[src/rtl/instruction_decode_pkg.sv]
// rtl/instruction_decode_pkg.sv - shared opcodes, ALU codes, FSM states and decoded bundle type
package instruction_decode_pkg;

    localparam logic [6:0] OPC_OP     = 7'b0110011;
    localparam logic [6:0] OPC_OP_IMM = 7'b0010011;
    localparam logic [6:0] OPC_LOAD   = 7'b0000011;
    localparam logic [6:0] OPC_STORE  = 7'b0100011;
    localparam logic [6:0] OPC_BRANCH = 7'b1100011;
    localparam logic [6:0] OPC_JAL    = 7'b1101111;
    localparam logic [6:0] OPC_JALR   = 7'b1100111;
    localparam logic [6:0] OPC_LUI    = 7'b0110111;
    localparam logic [6:0] OPC_AUIPC  = 7'b0010111;
    localparam logic [6:0] OPC_FENCE  = 7'b0001111;
    localparam logic [6:0] OPC_SYSTEM = 7'b1110011;

    localparam logic [4:0] ALU_ADD    = 5'd0;
    localparam logic [4:0] ALU_SUB    = 5'd1;
    localparam logic [4:0] ALU_SLL    = 5'd2;
    localparam logic [4:0] ALU_SLT    = 5'd3;
    localparam logic [4:0] ALU_SLTU   = 5'd4;
    localparam logic [4:0] ALU_XOR    = 5'd5;
    localparam logic [4:0] ALU_SRL    = 5'd6;
    localparam logic [4:0] ALU_SRA    = 5'd7;
    localparam logic [4:0] ALU_OR     = 5'd8;
    localparam logic [4:0] ALU_AND    = 5'd9;
    localparam logic [4:0] ALU_PASSB  = 5'd10;
    // M-extension ops occupy 16..23, indexed by funct3
    localparam logic [4:0] ALU_MUL    = 5'd16;
    localparam logic [4:0] ALU_MULH   = 5'd17;
    localparam logic [4:0] ALU_MULHSU = 5'd18;
    localparam logic [4:0] ALU_MULHU  = 5'd19;
    localparam logic [4:0] ALU_DIV    = 5'd20;
    localparam logic [4:0] ALU_DIVU   = 5'd21;
    localparam logic [4:0] ALU_REM    = 5'd22;
    localparam logic [4:0] ALU_REMU   = 5'd23;

    typedef enum logic {
        ST_RUN  = 1'b0,
        ST_HALT = 1'b1
    } state_e;

    typedef struct packed {
        logic [4:0]  rd;
        logic [4:0]  rs1;
        logic [4:0]  rs2;
        logic [31:0] imm;
        logic [4:0]  alu_op;
        logic        alu_src_imm;
        logic        reg_write;
        logic        mem_read;
        logic        mem_write;
        logic [2:0]  mem_size;
        logic [2:0]  branch_type;
        logic        is_branch;
        logic        is_jal;
        logic        is_jalr;
    } bundle_t;

endpackage

[src/rtl/instruction_decode_imm_gen.sv]
// rtl/instruction_decode_imm_gen.sv - combinational RV32I immediate former
module instruction_decode_imm_gen
    import instruction_decode_pkg::*;
(
    input  logic [31:0] instr,
    output logic [31:0] imm
);

    // select immediate format from the opcode; bit 31 always provides the sign
    always_comb begin
        imm = 32'd0;
        case (instr[6:0])
            OPC_OP_IMM, OPC_LOAD, OPC_JALR:
                imm = {{20{instr[31]}}, instr[31:20]};
            OPC_STORE:
                imm = {{20{instr[31]}}, instr[31:25], instr[11:7]};
            OPC_BRANCH:
                imm = {{19{instr[31]}}, instr[31], instr[7], instr[30:25], instr[11:8], 1'b0};
            OPC_LUI, OPC_AUIPC:
                imm = {instr[31:12], 12'd0};
            OPC_JAL:
                imm = {{11{instr[31]}}, instr[31], instr[19:12], instr[20], instr[30:21], 1'b0};
            default:
                imm = 32'd0;
        endcase
    end

endmodule

[src/rtl/instruction_decode.sv]
// rtl/instruction_decode.sv - registered RV32I decode stage; DECODE_M_EXT_EN enables M-extension decode
module instruction_decode
    import instruction_decode_pkg::*;
#(
    parameter int instr_size = 32,
    parameter int cnt_width  = 32
) (
    input  logic                  clk,
    input  logic                  rst,
    input  logic [instr_size-1:0] instr_in,
    input  logic [instr_size-1:0] pc_in,
    input  logic                  instr_valid,
    input  logic                  stall,
    input  logic                  flush,
    output logic                  out_valid,
    output logic [instr_size-1:0] pc_out,
    output logic [4:0]            rd,
    output logic [4:0]            rs1,
    output logic [4:0]            rs2,
    output logic [31:0]           imm,
    output logic [4:0]            alu_op,
    output logic                  alu_src_imm,
    output logic                  reg_write,
    output logic                  mem_read,
    output logic                  mem_write,
    output logic [2:0]            mem_size,
    output logic [2:0]            branch_type,
    output logic                  is_branch,
    output logic                  is_jal,
    output logic                  is_jalr,
    output logic                  illegal,
    output logic [cnt_width-1:0]  decode_count
);

    logic [6:0]  opcode;
    logic [2:0]  f3;
    logic [6:0]  f7;
    logic [31:0] imm_w;
    bundle_t     dec;
    logic        legal;
    logic        writes_rd;

    state_e                 state_q, state_d;
    logic                   out_valid_q, out_valid_d;
    logic [instr_size-1:0]  pc_q, pc_d;
    bundle_t                bundle_q, bundle_d;
    logic [cnt_width-1:0]   count_q, count_d;
    logic                   accept;

    assign opcode = instr_in[6:0];
    assign f3     = instr_in[14:12];
    assign f7     = instr_in[31:25];

    instruction_decode_imm_gen u_imm_gen (
        .instr (instr_in[31:0]),
        .imm   (imm_w)
    );

    // a new word is taken only when running and neither flushed nor stalled
    assign accept = instr_valid && !flush && !stall && (state_q == ST_RUN);

    // decode the incoming word into a bundle and a legality flag
    always_comb begin
        dec       = '0;
        legal     = 1'b0;
        writes_rd = 1'b0;
        dec.rd    = instr_in[11:7];
        dec.rs1   = instr_in[19:15];
        dec.rs2   = instr_in[24:20];
        dec.imm   = imm_w;
        case (opcode)
            OPC_OP: begin
                writes_rd = 1'b1;
                case (f7)
                    7'b0000000: begin
                        legal = 1'b1;
                        case (f3)
                            3'd0:    dec.alu_op = ALU_ADD;
                            3'd1:    dec.alu_op = ALU_SLL;
                            3'd2:    dec.alu_op = ALU_SLT;
                            3'd3:    dec.alu_op = ALU_SLTU;
                            3'd4:    dec.alu_op = ALU_XOR;
                            3'd5:    dec.alu_op = ALU_SRL;
                            3'd6:    dec.alu_op = ALU_OR;
                            default: dec.alu_op = ALU_AND;
                        endcase
                    end
                    7'b0100000: begin
                        legal      = (f3 == 3'd0) || (f3 == 3'd5);
                        dec.alu_op = (f3 == 3'd0) ? ALU_SUB : ALU_SRA;
                    end
                    7'b0000001: begin
`ifdef DECODE_M_EXT_EN
                        legal      = 1'b1;
                        dec.alu_op = ALU_MUL | {2'b00, f3};
`else
                        legal      = 1'b0;
`endif
                    end
                    default: legal = 1'b0;
                endcase
            end
            OPC_OP_IMM: begin
                writes_rd       = 1'b1;
                dec.alu_src_imm = 1'b1;
                legal           = 1'b1;
                case (f3)
                    3'd0: dec.alu_op = ALU_ADD;
                    3'd1: begin
                        dec.alu_op = ALU_SLL;
                        legal      = (f7 == 7'b0000000);
                    end
                    3'd2: dec.alu_op = ALU_SLT;
                    3'd3: dec.alu_op = ALU_SLTU;
                    3'd4: dec.alu_op = ALU_XOR;
                    3'd5: begin
                        dec.alu_op = (f7 == 7'b0100000) ? ALU_SRA : ALU_SRL;
                        legal      = (f7 == 7'b0000000) || (f7 == 7'b0100000);
                    end
                    3'd6:    dec.alu_op = ALU_OR;
                    default: dec.alu_op = ALU_AND;
                endcase
            end
            OPC_LOAD: begin
                legal           = (f3 != 3'd3) && (f3 != 3'd6) && (f3 != 3'd7);
                writes_rd       = 1'b1;
                dec.mem_read    = 1'b1;
                dec.mem_size    = f3;
                dec.alu_src_imm = 1'b1;
                dec.alu_op      = ALU_ADD;
            end
            OPC_STORE: begin
                legal           = (f3 <= 3'd2);
                dec.rd          = 5'd0;
                dec.mem_write   = 1'b1;
                dec.mem_size    = f3;
                dec.alu_src_imm = 1'b1;
                dec.alu_op      = ALU_ADD;
            end
            OPC_BRANCH: begin
                legal           = (f3 != 3'd2) && (f3 != 3'd3);
                dec.rd          = 5'd0;
                dec.is_branch   = 1'b1;
                dec.branch_type = f3;
                dec.alu_op      = ALU_SUB;
            end
            OPC_JAL: begin
                legal      = 1'b1;
                writes_rd  = 1'b1;
                dec.is_jal = 1'b1;
                dec.alu_op = ALU_ADD;
            end
            OPC_JALR: begin
                legal           = (f3 == 3'd0);
                writes_rd       = 1'b1;
                dec.is_jalr     = 1'b1;
                dec.alu_src_imm = 1'b1;
                dec.alu_op      = ALU_ADD;
            end
            OPC_LUI: begin
                legal           = 1'b1;
                writes_rd       = 1'b1;
                dec.alu_src_imm = 1'b1;
                dec.alu_op      = ALU_PASSB;
            end
            OPC_AUIPC: begin
                legal           = 1'b1;
                writes_rd       = 1'b1;
                dec.alu_src_imm = 1'b1;
                dec.alu_op      = ALU_ADD;
            end
            OPC_FENCE: begin
                // ordering is trivially satisfied in this in-order pipe: a plain NOP
                legal = 1'b1;
            end
            default: legal = 1'b0;  // SYSTEM (ECALL/EBREAK) and unknown opcodes
        endcase
        dec.reg_write = writes_rd && (dec.rd != 5'd0);
    end

    // FSM state register
    always_ff @(posedge clk or negedge rst) begin
        if (!rst) state_q <= ST_RUN;
        else      state_q <= state_d;
    end

    // FSM next state: an accepted illegal word halts until reset
    always_comb begin
        state_d = state_q;
        if (state_q == ST_RUN && accept && !legal) state_d = ST_HALT;
    end

    // FSM outputs
    always_comb begin
        illegal   = (state_q == ST_HALT);
        out_valid = out_valid_q && (state_q == ST_RUN);
    end

    // stage register next values: flush beats stall beats load
    always_comb begin
        out_valid_d = out_valid_q;
        pc_d        = pc_q;
        bundle_d    = bundle_q;
        count_d     = count_q;
        if (flush) begin
            out_valid_d = 1'b0;
        end else if (stall) begin
            out_valid_d = out_valid_q;
        end else if (state_q == ST_HALT) begin
            out_valid_d = 1'b0;
        end else begin
            out_valid_d = instr_valid && legal;
            if (instr_valid && legal) begin
                pc_d     = pc_in;
                bundle_d = dec;
                count_d  = count_q + 1'b1;
            end
        end
    end

    // stage registers
    always_ff @(posedge clk or negedge rst) begin
        if (!rst) begin
            out_valid_q <= 1'b0;
            pc_q        <= '0;
            bundle_q    <= '0;
            count_q     <= '0;
        end else begin
            out_valid_q <= out_valid_d;
            pc_q        <= pc_d;
            bundle_q    <= bundle_d;
            count_q     <= count_d;
        end
    end

    assign pc_out       = pc_q;
    assign rd           = bundle_q.rd;
    assign rs1          = bundle_q.rs1;
    assign rs2          = bundle_q.rs2;
    assign imm          = bundle_q.imm;
    assign alu_op       = bundle_q.alu_op;
    assign alu_src_imm  = bundle_q.alu_src_imm;
    assign reg_write    = bundle_q.reg_write;
    assign mem_read     = bundle_q.mem_read;
    assign mem_write    = bundle_q.mem_write;
    assign mem_size     = bundle_q.mem_size;
    assign branch_type  = bundle_q.branch_type;
    assign is_branch    = bundle_q.is_branch;
    assign is_jal       = bundle_q.is_jal;
    assign is_jalr      = bundle_q.is_jalr;
    assign decode_count = count_q;

endmodule

[config.mk]
export PLATFORM = sky130hd
export DESIGN_NAME = instruction_decode
export DESIGN_NICKNAME = d
export VERILOG_FILES = /design/src/rtl/instruction_decode_pkg.sv /design/src/rtl/instruction_decode_imm_gen.sv /design/src/rtl/instruction_decode.sv
export SDC_FILE = /design/constraint.sdc
export NUM_CORES = 1
export LEC_CHECK = 0
export ABC_AREA = 1
export BUFFER_PORTS_ARGS = -buffer_cell sky130_fd_sc_hd__clkbuf_2
export CAP_MARGIN = 20
export CORE_ASPECT_RATIO = 0.5
export CORE_UTILIZATION = 35
export DETAILED_ROUTE_END_ITERATION = 10
export PLACE_DENSITY_LB_ADDON = 0.25
export RECOVER_POWER = 50
export SLEW_MARGIN = 10
export SYNTH_ARGS = -nofsm -noshare
export SYNTH_HDL_FRONTEND = slang
export SYNTH_SLANG_ARGS = --single-unit
[constraint.sdc]
create_clock -name clk -period 3.2 [get_ports clk]
set_clock_uncertainty 0.1 [all_clocks]
set_input_delay 0.64 -clock clk [delete_from_list [all_inputs] [get_ports clk]]
set_output_delay 0.64 -clock clk [all_outputs]
set_load 0.05 [all_outputs]
After elaboration in Yosys (flattened, before gate mapping)
Cells that the tools add are included.
Widths: inputs -> output; s select.
{ "classes": {"reduce_logical": 27, "n_eq_ne": 22, "addsub": 1, "muxes": 22, "n_bitwise": 3, "order_cmp": 1} }
{ "op_table": {"columns": ["cell", "n"], "rows": [
  ["$pmux 32 s5", 1],
  ["$pmux 4 s7", 2],
  ["$add 32x1->32 const B", 1],
  ["$eq 7x6->1 const B", 4],
  ["$eq 7x7->1 const B", 3],
  ["$pmux 5 s4", 1],
  ["$eq 7x5->1 const B", 2],
  ["$logic_and 1x1->1", 11],
  ["$mux 1", 10],
  ["$eq 3x3->1 const B", 3],
  ["$pmux 4 s2", 1],
  ["$eq 7x2->1 const B", 1],
  ["$eq 7x4->1 const B", 1],
  ["$logic_not 7->1", 1],
  ["$pmux 1 s7", 1],
  ["$reduce_or 7->1", 1],
  ["$eq 3x2->1 const B", 2],
  ["$mux 3", 2],
  ["$ne 3x2->1 const B", 2],
  ["$ne 3x3->1 const B", 2],
  ["$reduce_or 2->1", 3],
  ["$reduce_or 6->1", 1],
  ["$mux 5", 1],
  ["$reduce_bool 5->1", 1],
  ["other kinds (12)", 18]
]} }
{ "totals": {"elab_cells": 94, "output_inout_bits": 131, "ff_bits": 131} }

Longest topological paths before layout
Gate-level depths: netlist (run 1).
{ "logic_depth": {"word_depth": 8, "mapped_depth": 14, "depth_no_buf": 12} }

Cells and area by module
Synthesis (run 1) repeated with hierarchy kept, for this count alone.
{ "hier_totals": {"hier_cells": 982, "area_unflattened_um2": 7039.3} }
{ "modules_own_cells": {"columns": ["module", "instances", "cells_each", "seq_area_each_um2", "area_each_um2"], "rows": [
  ["instruction_decode", 1, 819, 3253.1, 6279.8],
  ["instruction_decode_imm_gen", 1, 163, 0.0, 759.5]
]} }

Worst setup path before layout (run 1)
OpenSTA, ideal clock, no wires.
{ "synth_path": {"kind": "in2reg", "start": "input port instr_in[2]", "end": "register count_q[23], in the netlist decode_count[23]", "path_stages": 12, "t_required_ps": 2980, "setup_time_ps": 120, "n_path_buf": 2, "slack_ps": 1148, "t_arrival_ps": 1832, "cell_sequence": "nor2_1 nand2_1 nor2_1 nand3_1 nand2_1 nor2_1 nand3_2 nand3_2 buf_4 buf_6 nand2_1 nand2_1"} }
{ "synth_via": {"elab_chain_cells": 5, "elab_cells_between_ends": 14} }
{ "synth_lines": {"columns": ["item", "line_no", "source"], "rows": [
  ["from (decl)", "instruction_decode.sv:10", "input logic [instr_size-1:0] instr_in,"],
  ["$eq 7x4->1 (tied with other cells)", "instruction_decode.sv:71", "case (opcode)"],
  ["$reduce_or 4->1 (no source line)", null, null],
  ["$pmux 1 s7 (*)", "instruction_decode.sv:71", null],
  ["$logic_and 1x1->1 (*)", "instruction_decode.sv:213", "if (instr_valid && legal) begin"],
  ["$reduce_and 4->1 (no source line) (*)", null, null],
  ["to (signal assigned)", "instruction_decode.sv:232", "count_q <= count_d;"],
  ["to (decl)", "instruction_decode.sv:47", "logic [cnt_width-1:0] count_q, count_d;"]
]} }
Every way passes the cells marked *; elsewhere a longest branch is shown, timed or not.
A chain may end at the register's enable or synchronous reset.

==> impl_metrics.env, run 1 <==
export IMPL_outcome="finished, violations left"
export IMPL_violations="max-capacitance violations, max-slew violations"
export IMPL_fin_crit_ns=2.50
export IMPL_clock_sinks=130
export IMPL_synth_most_common_cell="nand2_1"
export IMPL_core_region_area_um2=20600
export IMPL_track_usage=0.217
export IMPL_clkLatencyLatePin_ns=0.42
export IMPL_hold_path_class="primary input to register"
export IMPL_post_route_period_util=0.782
export IMPL_finalMaxSlewViolations=64
export IMPL_seqPwrFrac=0.432
export IMPL_grt_pass1_wl_um=37800
export IMPL_placementRows=37
export IMPL_area_growth_syn_to_layout_pct=22.6
export IMPL_hpwlAfterDp_um=16000
export IMPL_synth_area_top_cells="dfrtp_1 44%, nand2_1 22%, nand4_1 11%"
export IMPL_path_delay_family="buffers and inverters"
export IMPL_hold_slack_ns=0.356
export IMPL_synth_top_area_frac=0.441
export IMPL_h_tree_depth=4
export IMPL_hold_viol_final=0
export IMPL_ant_nets=0
export IMPL_drt_wl_total_um=22800
export IMPL_synth_ff_type="dfrtp_1"
export IMPL_ys_seq_area_frac=0.441
export IMPL_initial_utilization=0.358
export IMPL_synth_fp_nets=1119
export IMPL_power_density_nw_per_um2=431
export IMPL_critical_path_buf_inv_count=2
export IMPL_drc_errors=0
export IMPL_clock_fmax_mhz=399
export IMPL_slowest_stage="clkbuf_2"
export IMPL_grt_setup_unrepaired="false"
export IMPL_clk_path_buf_depth=2
export IMPL_cts_root_buffer="clkbuf_16"
export IMPL_dieArea_um2=21700
export IMPL_die_w_um=207
export IMPL_ys_types=27
export IMPL_yosys_warnings=0
export IMPL_fillers=2194
export IMPL_yosys_area_top_type="dfrtp_1"
export IMPL_cts_setup_buffers=0
export IMPL_gr_total_overflow=0
export IMPL_finish_net_count=1287
export IMPL_slowest_delay_ns=1.19
export IMPL_post_drt_wl_per_cell_um=15.2
export IMPL_antenna_found_initial=1
export IMPL_totalPowerFinal_mw=3.89
export IMPL_cp_required_ns=3.47
export IMPL_die_h_um=105
export IMPL_dpl_cell_count=1471
export IMPL_tns_ns=0
export IMPL_numPortBuffers=198
export IMPL_synth_edf_count=0
export IMPL_grt_pass1_vias=7143
export IMPL_crit_path_cell_trace="clkbuf_2, clkbuf_1"
export IMPL_worst_pin_slew_ns=1.68
export IMPL_cp_data_arrival_time_ns=2.77
export IMPL_cp_end_kind="asynchronous set/reset pin"
export IMPL_ir_drop_mv=0.301
export IMPL_multi_input_area_um2=3560
export IMPL_drt_pass1_iterations=5
export IMPL_synthCells=1049
export IMPL_avgSynthCellArea_um2=7.03
export IMPL_yosys_top_cells_count="438 x nand2_1, 130 x dfrtp_1, 130 x nand4_1, 110 x nor2_1, 61 x inv_1"
export IMPL_layout_drive_gt1_share=0.153
export IMPL_viasPerCell=4.98
export IMPL_gp_congestion=0.919
export IMPL_leakage_nw=5.03
export IMPL_pre_cts_slack_ns=0.294
export IMPL_power_switching_mw=0.983
export IMPL_fin_cells=1502
export IMPL_clockPowerShare=0.483
export IMPL_final_core_util=0.439
export IMPL_cts_tree="yes"
export IMPL_power_internal_mw=2.91
export IMPL_ctsHoldBuffers=0
export IMPL_async_flop_share=1.00
export IMPL_dr_first_iter_drc_count=505
export IMPL_finalSetupViolations=0
export IMPL_postCtsResizedCells=0
export IMPL_grt_max_degree=81
export IMPL_diodes=0
export IMPL_numCtsBuffers=17
export IMPL_area_sequential_um2=3250
export IMPL_postLayoutCellArea_um2=9030
export IMPL_vias=7483
export IMPL_slew_headroom=-0.118
export IMPL_worst_setup_path_type="primary input to asynchronous set/reset pin"
export IMPL_maxCapViolCount=1
export IMPL_combPwrFrac=0.085
export IMPL_io_pins=200
export IMPL_fin_ws_ns=0.697
export IMPL_yosys_register_bits=130
export IMPL_swShare=0.253
export IMPL_syn_area_um2=7370
export IMPL_place_area_um2=8560
export IMPL_clk_pin_slew_ns=0.06
export IMPL_cp_start_kind="primary input"
export IMPL_cp_max_fo=64
## logic make-up (layout without fill, tap and decap cells)
group                    after synthesis  after routing  synth area share
adder cells (fa/ha/maj)                1              1           0.00170
flip-flops                           130            130             0.441
other                                  1              1          0.000509
buffers and inverters                131            311            0.0786
AO/OA/AOI/OAI                         34             34            0.0238
XOR/XNOR                              18             18            0.0214
AND/OR/NAND/NOR                      734            734             0.433
## final cells by class
cell class | instances | share of cell area
well taps | 273 | 0.0378
clock inverters | 4 | 0.00526
inverters | 65 | 0.0273
multi-input cells | 788 | 0.394
clock buffers | 27 | 0.0568
repair buffers | 215 | 0.119
flip-flops and latches | 130 | 0.360
## state kept, by name, summed over array words and instances (netlist names), 3 cells and up
| register | count |
|---|---|
| alu_op | 4 |
| branch_type | 3 |
| decode_count | 32 |
| imm | 32 |
| mem_size | 3 |
| pc_out | 32 |
| rd | 5 |
| rs1 | 5 |
| rs2 | 5 |
## placed cells by master, fill, tap and decap left out
cell / instances
clkinv_1: 1
nor2_4: 1
buf_4: 13
clkinvlp_4: 1
xnor2_1: 5
nand2_1: 438
nand3_4: 2
nand2_2: 2
clkbuf_16: 17
dfrtp_1: 130
a21oi_1: 2
inv_2: 3
o21ai_1: 1
nand3_1: 29
clkbuf_8: 5
o21bai_1: 1
clkbuf_2: 133
bufinv_16: 1
inv_1: 60
nor3_1: 10
clkbuf_1: 71
xor2_1: 13
nand3b_1: 8
o21ai_0: 29
and2_1: 1
clkinv_2: 2
conb_1: 1
ha_1: 1
o211ai_1: 1
inv_4: 1
nand4_1: 130
buf_12: 3
nor2_1: 109
nor2_2: 4
## worst min-delay path, stage by stage
cell and delay [ns]:
clkbuf_2 0.08, nand4_1 0.07, nand2_1 0.05
## power by group through the flow
stage | sequential [mW] | clock, mW | combinational, mW
2_1_floorplan | 1.79 | 0 | 0.106
3_3_place_gp | 1.71 | 0 | 0.337
3_5_place_dp | 1.71 | 0 | 0.340
4_1_cts | 1.68 | 1.92 | 0.341
5_1_grt | 1.68 | 1.98 | 0.363
6_report | 1.68 | 1.88 | 0.331
## metal layers
metal  up-vias  share of wire  GRT usage
met2       177           0.47      0.345
met1      3545           0.46      0.294
met3        24          0.049     0.0472
met5         -              0          0
li1       3737              -          -
met4         0          0.016     0.0714
## path summary, 6_finish.rpt
kind	start	endpoint	slack, ns	cells after the start
max	rst	imm[30]$_DFFE_PN0P_	0.70	2
min	pc_in[18]	pc_out[18]$_DFFE_PN0P_	0.36	3
max reg2reg	decode_count[2]$_DFFE_PN0P_	decode_count[29]$_DFFE_PN0P_	1.15	8
min reg2reg	pc_out[29]$_DFFE_PN0P_	pc_out[29]$_DFFE_PN0P_	0.37	2
max in group clk	instr_in[1]	imm[19]$_DFFE_PN0P_	0.71	12
min in group asynchronous	rst	pc_out[23]$_DFFE_PN0P_	0.57	1
(Power assumes the default switching activity.)
==> run 2, diff against run 1 <==
- clock period: 3.2 -> 2.6 ns (I/O delays scaled with it)
==> run 2 against run 1 <==
Compared with the run above:
- the run now ends clean
- global-route usage up 0.11 points
- largest power group unchanged
- via count up 1.6%
- clock power up 34%
- die area unchanged
- total power up 29%
- worst setup slack worse by 0.15 ns
- clock-buffer cell count down 4
- sequential power up 23%
==> impl_metrics.env, run 2 (synthesis results as in run 1) <==
export IMPL_final_common_cell="nand2_1"
export IMPL_fin_crit_ns=2.06
export IMPL_drt_pass1_iterations=5
export IMPL_io_pins=200
export IMPL_clock_sinks=130
export IMPL_placementRows=37
export IMPL_slew_headroom=0.247
export IMPL_clkLatencyLatePin_ns=0.43
export IMPL_leakage_nw=5.09
export IMPL_area_sequential_um2=3250
export IMPL_fillers=2162
export IMPL_h_tree_depth=4
export IMPL_maxCapViolCount=0
export IMPL_hold_path_class="primary input to register"
export IMPL_finalMaxSlewViolations=0
export IMPL_reg2regPathDepth=9
export IMPL_area_growth_syn_to_layout_pct=24.8
export IMPL_dpl_cell_count=1475
export IMPL_gr_total_overflow=0
export IMPL_grt_max_degree=63
export IMPL_outcome="finished clean"
export IMPL_clock_fmax_mhz=486
export IMPL_postCtsResizedCells=0
export IMPL_cp_max_fo=6
export IMPL_clk_path_buf_depth=2
export IMPL_viasPerCell=5.04
export IMPL_track_usage=0.218
export IMPL_drc_errors=0
export IMPL_ctsHoldBuffers=1
export IMPL_initial_utilization=0.358
export IMPL_diodes=0
export IMPL_ant_nets=0
export IMPL_worst_setup_path_type="register to register"
export IMPL_hold_depth=3
export IMPL_numCtsBuffers=17
export IMPL_post_route_period_util=0.791
export IMPL_grt_setup_unrepaired="false"
export IMPL_power_density_nw_per_um2=544
export IMPL_gp_congestion=0.888
export IMPL_cp_end_kind="register"
export IMPL_tns_ns=0
export IMPL_clk_pin_slew_ns=0.06
export IMPL_cp_data_arrival_time_ns=2.28
export IMPL_r2r_slack_ns=0.54
export IMPL_finalSetupViolations=0
export IMPL_numPortBuffers=198
export IMPL_cts_root_buffer="clkbuf_16"
export IMPL_fin_cells=1508
export IMPL_post_drt_wl_per_cell_um=15.3
export IMPL_cts_tree="yes"
export IMPL_core_region_area_um2=20600
export IMPL_grt_pass1_wl_um=37700
export IMPL_cp_required_ns=2.82
export IMPL_vias=7603
export IMPL_drt_wl_total_um=23100
export IMPL_mostFrequentLayoutCells="438 x nand2_1, 133 x clkbuf_2, 130 x nand4_1, 130 x dfrtp_1, 109 x nor2_1"
export IMPL_grt_pass1_vias=7157
export IMPL_worst_pin_slew_ns=1.13
export IMPL_cp_start_kind="register"
export IMPL_hpwlAfterDp_um=16200
export IMPL_dieArea_um2=21700
export IMPL_dr_first_iter_drc_count=554
export IMPL_antenna_found_initial=1
export IMPL_die_w_um=207
export IMPL_die_h_um=105
export IMPL_ir_drop_mv=0.454
export IMPL_hold_viol_final=0
export IMPL_multi_input_area_um2=3560
export IMPL_layout_drive_gt1_share=0.159
export IMPL_cts_setup_buffers=0
export IMPL_finish_net_count=1292
run 2: cell types whose count changed in the layout (fill, tap and decap cells not counted), sizes merged:
cell,delta
buf,+5
clkbuf,-5
bufinv,+2
clkinv,+2
clkinvlp,+1
dlygate4sd3,+1
run 2: critical path: stages, from the launching register on:
cell and delay (ns):
dfrtp_1 0.44, nand2_1 0.10, nor2_1 0.28, inv_1 0.14
nor3_1 0.53, nand2_1 0.10, nand2_1 0.07, nand2_1 0.04
nand4_1 0.07, nand2_1 0.06
run 2: stage by stage:
step	worst slack [ns]	util	hold slack, ns	cell area, µm²	power, mW
after global placement	0.222	0.421	0.355	8670	2.53
after floorplan	0.652	-	0.124	7370	2.33
after global routing	0.395	0.447	0.216	9200	5.18
final	0.542	0.447	0.230	9200	5.00
after detailed placement	0.199	0.421	0.357	8670	2.53
after CTS	0.570	0.451	0.216	9290	5.06
run 2: final cells by class:
class	count	share of cell area
Multi-Input combinational cell	788	0.387
Sequential cell	130	0.354
Timing Repair Buffer	220	0.129
Clock buffer	23	0.0520
Tap cell	273	0.0371
Inverter	65	0.0268
Clock inverter	9	0.0140
run 2: metal layers:
| metal | track usage | part of all wire | wire length, µm |
|---|---|---|---|
| met5 | 0 | 0 | 0 |
| met3 | 0.0580 | 0.048 | 1110 |
| met4 | 0.0634 | 0.015 | 338 |
| met1 | 0.295 | 0.48 | 11000 |
| met2 | 0.343 | 0.46 | 10600 |
run 2: final timing paths:
check,from,to
max in group asynchronous,rst,imm[23]$_DFFE_PN0P_
min reg2reg,imm[30]$_DFFE_PN0P_,imm[30]$_DFFE_PN0P_
min,pc_in[21],pc_out[21]$_DFFE_PN0P_
min in group asynchronous,rst,pc_out[21]$_DFFE_PN0P_
max reg2reg,decode_count[2]$_DFFE_PN0P_,decode_count[29]$_DFFE_PN0P_
max,decode_count[2]$_DFFE_PN0P_,decode_count[29]$_DFFE_PN0P_
run 2: where the power goes:
group | switching (mW) | internal, mW
Sequential | 0.0169 | 2.05
Combinational | 0.319 | 0.104
Clock | 0.932 | 1.58
==> run 3, diff against run 2 <==
- clock period: 2.6 -> 1.86 ns (I/O delays scaled with it)
==> run 3 against run 2 <==
Compared with the run above:
- critical path depth is 8 lower
- largest power group unchanged
- sequential power increased by 40%
- non-clock buffer count increased by 64
- via count increased by 2.5%
- worst setup slack worse by 0.41 ns
- critical endpoint is now pc_out[11]
- flip-flop and latch count is the same
- highest routed layer unchanged
- clock-buffer cell count is 4 lower
- routed wire length up 1.5%
- clock power up 36%
- design area is 6.1% higher
- global-route usage rose by 0.24 points
==> impl_metrics.env, run 3 (synthesis results as in run 1) <==
export IMPL_met2_usage=0.346
export IMPL_finalMaxSlewViolations=0
export IMPL_gr_total_overflow=0
export IMPL_post_drt_wl_per_cell_um=14.9
export IMPL_grt_use_met1=0.307
export IMPL_drt_wl_total_um=23400
export IMPL_fin_ws_ns=0.128
export IMPL_cts_root_buffer="clkbuf_16"
export IMPL_slowest_stage="clkbuf_1"
export IMPL_diodes=0
export IMPL_top_usage_layer="met2"
export IMPL_final_core_util=0.474
export IMPL_clkLatencyLatePin_ns=0.42
export IMPL_cp_required_ns=1.39
export IMPL_dr_first_iter_drc_count=528
export IMPL_initial_utilization=0.358
export IMPL_fillers=2106
export IMPL_vias=7794
export IMPL_post_route_period_util=0.931
export IMPL_path_delay_family="buffers and inverters"
export IMPL_grt_met3_usage=0.0412
export IMPL_power_density_nw_per_um2=712
export IMPL_drc_errors=0
export IMPL_ant_nets=0
export IMPL_critical_path_buf_inv_count=1
export IMPL_hold_slack_ns=0.0866
export IMPL_clock_sinks=130
export IMPL_numCtsBuffers=17
export IMPL_die_w_um=207
export IMPL_clock_fmax_mhz=577
export IMPL_clk_pin_slew_ns=0.06
export IMPL_grt_setup_unrepaired="false"
export IMPL_hold_viol_final=0
export IMPL_finalSetupViolations=0
export IMPL_ir_drop_mv=0.492
export IMPL_h_tree_depth=4
export IMPL_io_pins=200
export IMPL_cp_start_kind="register"
export IMPL_clk_path_buf_depth=2
export IMPL_layout_drive_gt1_share=0.221
export IMPL_core_region_area_um2=20600
export IMPL_outcome="finished clean"
export IMPL_postLayoutCellArea_um2=9760
export IMPL_mostFrequentLayoutCells="438 x nand2_1, 151 x clkbuf_2, 130 x nand4_1"
export IMPL_crit_path_cell_trace="clkbuf_1"
export IMPL_hpwlAfterDp_um=17100
export IMPL_fin_crit_ns=1.73
export IMPL_finish_net_count=1356
export IMPL_drt_pass1_iterations=5
export IMPL_place_area_um2=9220
export IMPL_cp_data_arrival_time_ns=1.26
export IMPL_numPortBuffers=198
export IMPL_slowest_delay_ns=0.48
export IMPL_grt_max_degree=71
export IMPL_leakage_nw=5.46
export IMPL_hold_path_class="primary input to register"
export IMPL_track_usage=0.220
export IMPL_cp_end_kind="primary output"
export IMPL_cts_tree="yes"
export IMPL_area_growth_syn_to_layout_pct=32.4
export IMPL_antenna_found_initial=0
export IMPL_grt_pass1_wl_um=38100
export IMPL_maxCapViolCount=0
export IMPL_die_h_um=105
export IMPL_viasPerCell=4.96
export IMPL_worst_setup_path_type="register to primary output"
export IMPL_slew_headroom=0.581
export IMPL_dieArea_um2=21700
export IMPL_gp_congestion=0.903
export IMPL_final_common_cell="nand2_1"
export IMPL_grt_pass1_vias=7227
export IMPL_pre_cts_slack_ns=-0.245
export IMPL_worst_pin_slew_ns=0.632
export IMPL_placementRows=37
export IMPL_cts_setup_buffers=0
export IMPL_cp_max_fo=2
run 3: path summary, 6_finish.rpt:
kind,end,from,cells past startpoint,slack (ns)
hold / removal,pc_out[10]$_DFFE_PN0P_,pc_in[10],3,0.09
max in group asynchronous,decode_count[5]$_DFFE_PN0P_,rst,3,0.36
min in group asynchronous,pc_out[27]$_DFFE_PN0P_,rst,2,0.33
setup / recovery,pc_out[11],pc_out[11]$_DFFE_PN0P_,1,0.13
hold reg to reg,pc_out[10]$_DFFE_PN0P_,pc_out[10]$_DFFE_PN0P_,2,0.37
setup reg to reg,decode_count[16]$_DFFE_PN0P_,decode_count[0]$_DFFE_PN0P_,8,0.13
run 3: routing by layer:
layer,share of wire,vias to the layer above
li1,-,3883
met1,0.48,3734
met2,0.47,156
met3,0.034,21
met4,0.014,0
met5,0,-
run 3: area by class of cell:
| cell class | instances | area (µm²) | share of cell area |
|---|---|---|---|
| clock inverters | 13 | 163 | 0.0167 |
| multi-input cells | 788 | 3580 | 0.366 |
| inverters | 65 | 246 | 0.0252 |
| repair buffers | 284 | 1740 | 0.179 |
| well taps | 273 | 342 | 0.0350 |
| clock buffers | 19 | 433 | 0.0443 |
| flip-flops and latches | 130 | 3260 | 0.334 |
run 3: power by group:
part           internal, mW  total (mW)  switching, mW  leakage, nW
registers              2.87        2.89         0.0240         1.80
clock network          2.11        3.41           1.31        0.283
logic                 0.187       0.644          0.457         3.38
run 3: per-stage QoR:
stage               cells  power [mW]  TNS, ns
floorplan            1049        3.26        0
global placement     1539        3.59   -21.66
detailed placement   1539        3.60   -26.50
CTS                  1572        7.04        0
global route         1572        7.21        0
finish               1572        6.95        0
run 3: what timing repair did:
item,in CTS,in global routing
hold buffers,1,0
endpoints found under the hold margin,34,0
endpoints found under the setup margin,0,10
resized for setup,0,8
